[src/rtl/spram_fifo_ctrl.sv]
// FIFO controller that time-shares one external single-port RAM between a
// valid/ready write stream and a registered valid/ready read stream.
module spram_fifo_ctrl #(
  parameter int unsigned WIDTH = 8,
  parameter int unsigned DEPTH = 4
) (
  input  logic             clock,
  input  logic             reset_n,
  input  logic             in_valid,
  output logic             in_ready,
  input  logic [WIDTH-1:0] in_data,
  output logic             out_valid,
  input  logic             out_ready,
  output logic [WIDTH-1:0] out_data,
  output logic             ram_we,
  output logic [DEPTH-1:0] ram_addr,
  output logic [WIDTH-1:0] ram_data,
  input  logic [WIDTH-1:0] ram_q,
  output logic [DEPTH:0]   count,
  output logic             full,
  output logic             empty
);

  localparam int unsigned CAP = 1 << DEPTH;

  typedef enum logic [1:0] {IDLE, RD_WAIT, HOLD} state_t;

  state_t           state;
  state_t           state_nxt;
  logic [DEPTH-1:0] wr_ptr;
  logic [DEPTH-1:0] rd_ptr;
  logic             rd_issue;
  logic             wr_fire;
  logic             has_data;

  assign has_data = (count != '0);
  assign full     = (count == (DEPTH+1)'(CAP));
  assign empty    = !has_data && !out_valid;

  // Next state and read issue; a read beats a write for the shared port.
  always_comb begin
    state_nxt = state;
    rd_issue  = 1'b0;
    case (state)
      IDLE: begin
        if (has_data) begin
          rd_issue  = 1'b1;
          state_nxt = RD_WAIT;
        end
      end
      RD_WAIT: state_nxt = HOLD;
      HOLD: begin
        if (out_ready) begin
          if (has_data) begin
            rd_issue  = 1'b1;
            state_nxt = RD_WAIT;
          end else begin
            state_nxt = IDLE;
          end
        end
      end
      default: state_nxt = IDLE;
    endcase
  end

  // RAM port sharing and write handshake.
  always_comb begin
    in_ready = !full && !rd_issue;
    wr_fire  = in_valid && in_ready;
    ram_we   = wr_fire;
    ram_addr = rd_issue ? rd_ptr : wr_ptr;
    ram_data = in_data;
  end

  always_ff @(posedge clock or negedge reset_n) begin
    if (!reset_n) begin
      state <= IDLE;
    end else begin
      state <= state_nxt;
    end
  end

  // Pointers and occupancy; count may rise and fall on the same edge.
  always_ff @(posedge clock or negedge reset_n) begin
    if (!reset_n) begin
      wr_ptr <= '0;
      rd_ptr <= '0;
      count  <= '0;
    end else begin
      if (wr_fire) begin
        wr_ptr <= wr_ptr + DEPTH'(1);
      end
      if (rd_issue) begin
        rd_ptr <= rd_ptr + DEPTH'(1);
      end
      count <= count + (DEPTH+1)'(wr_fire) - (DEPTH+1)'(rd_issue);
    end
  end

  // Output register: loaded from ram_q the cycle after a read issue.
  always_ff @(posedge clock or negedge reset_n) begin
    if (!reset_n) begin
      out_valid <= 1'b0;
      out_data  <= '0;
    end else if (state == RD_WAIT) begin
      out_valid <= 1'b1;
      out_data  <= ram_q;
    end else if (state == HOLD && out_ready) begin
      out_valid <= 1'b0;
    end
  end

endmodule

[config.mk]
export PLATFORM = sky130hd
export DESIGN_NAME = spram_fifo_ctrl
export DESIGN_NICKNAME = d
export VERILOG_FILES = /design/src/rtl/spram_fifo_ctrl.sv
export SDC_FILE = /design/constraint.sdc
export NUM_CORES = 1
export LEC_CHECK = 0
export BUFFER_PORTS_ARGS = -buffer_cell sky130_fd_sc_hd__clkbuf_2
export CORE_UTILIZATION = 47
export DETAILED_ROUTE_END_ITERATION = 6
export GPL_TIMING_DRIVEN = 0
export PLACE_DENSITY = 0.78
export SLEW_MARGIN = 30
export SYNTH_ARGS = -nofsm -noshare
export SYNTH_HDL_FRONTEND = slang
export SYNTH_SLANG_ARGS = --single-unit
[constraint.sdc]
create_clock -name clock -period 2.9 [get_ports clock]
set_clock_uncertainty 0.2 [all_clocks]
set_input_delay 0.29 -clock clock [delete_from_list [all_inputs] [get_ports clock]]
set_output_delay 0.29 -clock clock [all_outputs]
set_load 0.01 [all_outputs]
==> qor.yml <==
setup_path:
  critical_path.max_fanout: 7
  ff2ff_setup_slack_ns: 0.19
  worst_r2r_path_depth: 12
  arrival_ns: 2.77
  setup.worst_path.start_class: "flop"
  worstPathCellList: "inv_1, ha_1, nor4b_4, nor3_4, ha_1, inv_1, ha_1, fa_2, a21oi_2, nor2_1, nor2_1, xnor2_1"
  worst_ep_required_time_ns: 2.96
  crit_path_max_incr_delay_ns: 0.43
  path_class: "reg2reg"
  crit_path_frequent_cell: "ha_1"
  critical_path.endpoint_type: "flop"
  critPathSlowestCell: "dfrtp_1"
sta:
  finalHoldViolations: 0
  max_slew.worst_pin.slew_ns: 0.593
  timing_max_transition_violations_final: 0
  rsz0062_at_grt: "no"
  fin_ws_ns: 0.191
  timing.max_slew.rel_slack_pct: 60.5
  fmax_mhz: 369
  finalCriticalPeriod_ns: 2.71
  timing.final.setup_violations: 0
  setup-tns-final_ns: 0
  post-route-period-util_pct: 93.4
clock_network:
  clock-sinks: 24
  cts.path.max_buffers: 2
  clkTransAtPathRegs_ns: 0.13
  tritoncts.num_buffers: 3
  tritoncts: "yes"
  cts_max_level: 1
  clkLatencyLatePin_ns: 0.33
  clockRootBuffer: "clkbuf_4"
pwr:
  leakagePower_uw: 0.000865
  cellPowerDensity_nw_per_um2: 1190
  vdd_ir_drop_max_mv: 0.684
synth:
  synthesized_area_fraction_occupied_by_and_or_nand_nor_cells_pct: 11.8
  yosysSeqAreaShare_pct: 47.6
  post_synth_instance_area_sq_um: 1260
  synth-xor-area-share_pct: 6.94
  syn-instance-count: 101
  fraction_of_synthesized_area_in_multiplexers_pct: 11.6
  postSynthNetCount: 130
  synth.avg_cell_area_sq_um: 12.5
  synth-warning-count: 0
  synth_fa_ha_area_share_pct: 9.51
  synth_top_cells_by_area: "dfrtp_1 (48%), mux2_2 (12%), ha_1 (7.9%)"
  netlist.area_leader.share_pct: 47.6
  synth_top_family_by_area: "simple AND/OR/NAND/NOR gates"
  share_of_the_synthesized_area_in_compound_gates_ao_oa_aoi_oai_pct: 4.86
  yosysUniqueCellTypes: 23
  yosysTopAreaCell: "dfrtp_1"
  yosys_register_bits: 24
drt:
  detail_route.vias_per_cell: 4.85
  initialDrtViolationCount: 7
  avgRoutedWirePerCell_microns: 12.6
  detail_route.first_pass.iterations: 4
  postRouteAntennaNets: 0
  finalWirelength_mm: 2.40
  route.detailed.drc: 0
  vias: 926
grt:
  grt_max_degree: 25
  number_of_global_route_vias_before_repair: 897
  grt_antenna_before_repair: 0
  grt_pass1_wl_mm: 3.94
  grt_usage_pct: 20.0
  grt_overflow_total: 0
job:
  maxCapViolations: 0
outcome:
  outcome: "finished clean"
placement:
  numPortBuffers: 41
  dpl.hpwl_mm: 1.76
  pre_cts_ws_ns: 0.0992
  finalWeightedCongestion: 0.722
  post-place-cells: 172
floorplan:
  dieHeight_microns: 53.8
  boundary_pins: 50
  floorplan.rows: 18
  die_width_microns: 53.8
  start_util_pct: 50.5
  coreArea_sq_um: 2500
  overall_die_area_sq_um: 2900
final_layout:
  mostFrequentLayoutCell: "clkbuf_2"
  layoutNonFillerInstCount: 191
  most-common-layout-cells: "clkbuf_2 (41), dfrtp_1 (24), buf_4 (14), mux2_2 (13)"
  share_of_post_route_cells_with_drive_strength_above_1_pct: 50.9
  final_nets: 191
  area_delta_synth_final_pct: 34.6
  ant_diodes: 0
hold_path:
  holdPathStages: 3
  worstHoldPathType: "in2reg"
state kept, by name, summed over array words and instances (netlist names):
signal	count
count	5
out_data	8
rd_ptr	4
state	2
wr_ptr	4
out_valid	1
worst max-delay path, delay by kind of cell, from the launching register on:
family / cells / cell delay, ns
adders and majority gates: 4 / 1.05
and+or+nand+nor: 4 / 0.57
DFF: 1 / 0.43
buffers and inverters: 2 / 0.14
AOI/OAI and AO/OA: 1 / 0.12
xor gates and xnor gates: 1 / 0.12
Yosys cell counts:
| library cell | number |
|---|---|
| dfrtp_1 | 24 |
| mux2_2 | 13 |
| inv_1 | 9 |
| buf_4 | 8 |
| ha_1 | 8 |
| xnor2_1 | 7 |
| nand2_1 | 6 |
| a21oi_1 | 4 |
| nor2_1 | 3 |
| xor2_1 | 3 |
| a21o_1 | 2 |
| nand4_1 | 2 |
| nor3_1 | 2 |
| and2_2 | 1 |
| and2b_4 | 1 |
| fa_1 | 1 |
| inv_2 | 1 |
| nand4bb_1 | 1 |
| nor2_4 | 1 |
| nor3_4 | 1 |
| nor3b_2 | 1 |
| nor4b_4 | 1 |
| o311ai_4 | 1 |
per-layer routing:
layer / vias up / part of all wire, % / track usage, %
li1: 450 / - / -
met1: 438 / 40 / 22.7
met5: - / 0 / 0
met4: 0 / 1.7 / 9.21
met2: 35 / 54 / 36.2
met3: 3 / 4.9 / 3.39
cell type report:
class	instances	area, sq um
fill	196	801
buffer	8	60.1
multi-input combinational	59	571
clock inverter	1	30.0
tap	30	37.5
timing repair buffer	56	340
inverter	10	37.5
sequential	24	601
clock buffer	3	22.5
per-stage QoR:
step	power (uW)	hold slack (ns)	area, sq um	util, %
3_3_place_gp	1640	0.110	1510	60.2
6_report	2020	0.0382	1700	68.0
3_5_place_dp	1700	0.123	1510	60.2
2_1_floorplan	1390	-0.206	1260	-
4_1_cts	1960	0.0317	1650	65.9
5_1_grt	2220	0.0278	1700	68.0
kinds of logic (layout without fill, tap and decap cells):
family / count (synthesis) / in the layout
compound gates: 7 / 7
simple gates: 20 / 20
xor+xnor: 10 / 10
buf+inv: 18 / 78
flops: 24 / 24
fa+ha+maj: 9 / 9
mux: 13 / 13
path summary, 6_finish.rpt:
| kind | to | startpoint |
|---|---|---|
| worst max-delay path | count[4] | count[3] |
| worst min-delay path | wr_ptr[0] | in_valid |
| worst max register to register | count[4] | count[3] |
| worst min register to register | wr_ptr[3] | wr_ptr[3] |
| max in group asynchronous | rd_ptr[3] | reset_n |
| min in group asynchronous | out_data[4] | reset_n |
repair_timing:
| item | 4_1_cts | 5_1_grt |
|---|---|---|
| setup endpoints to repair | 0 | 1 |
| setup buffers | 0 | 6 |
| hold buffers | 9 | 0 |
| resized for setup | 0 | 2 |
| hold endpoints to repair | 32 | 0 |
where the power goes:
group	switching (uW)	internal, uW	total (uW)
registers	176	519	695
clock network	105	140	245
logic	498	578	1080
total	779	1240	2020
Note: power is estimated with default switching activity, not from simulation.
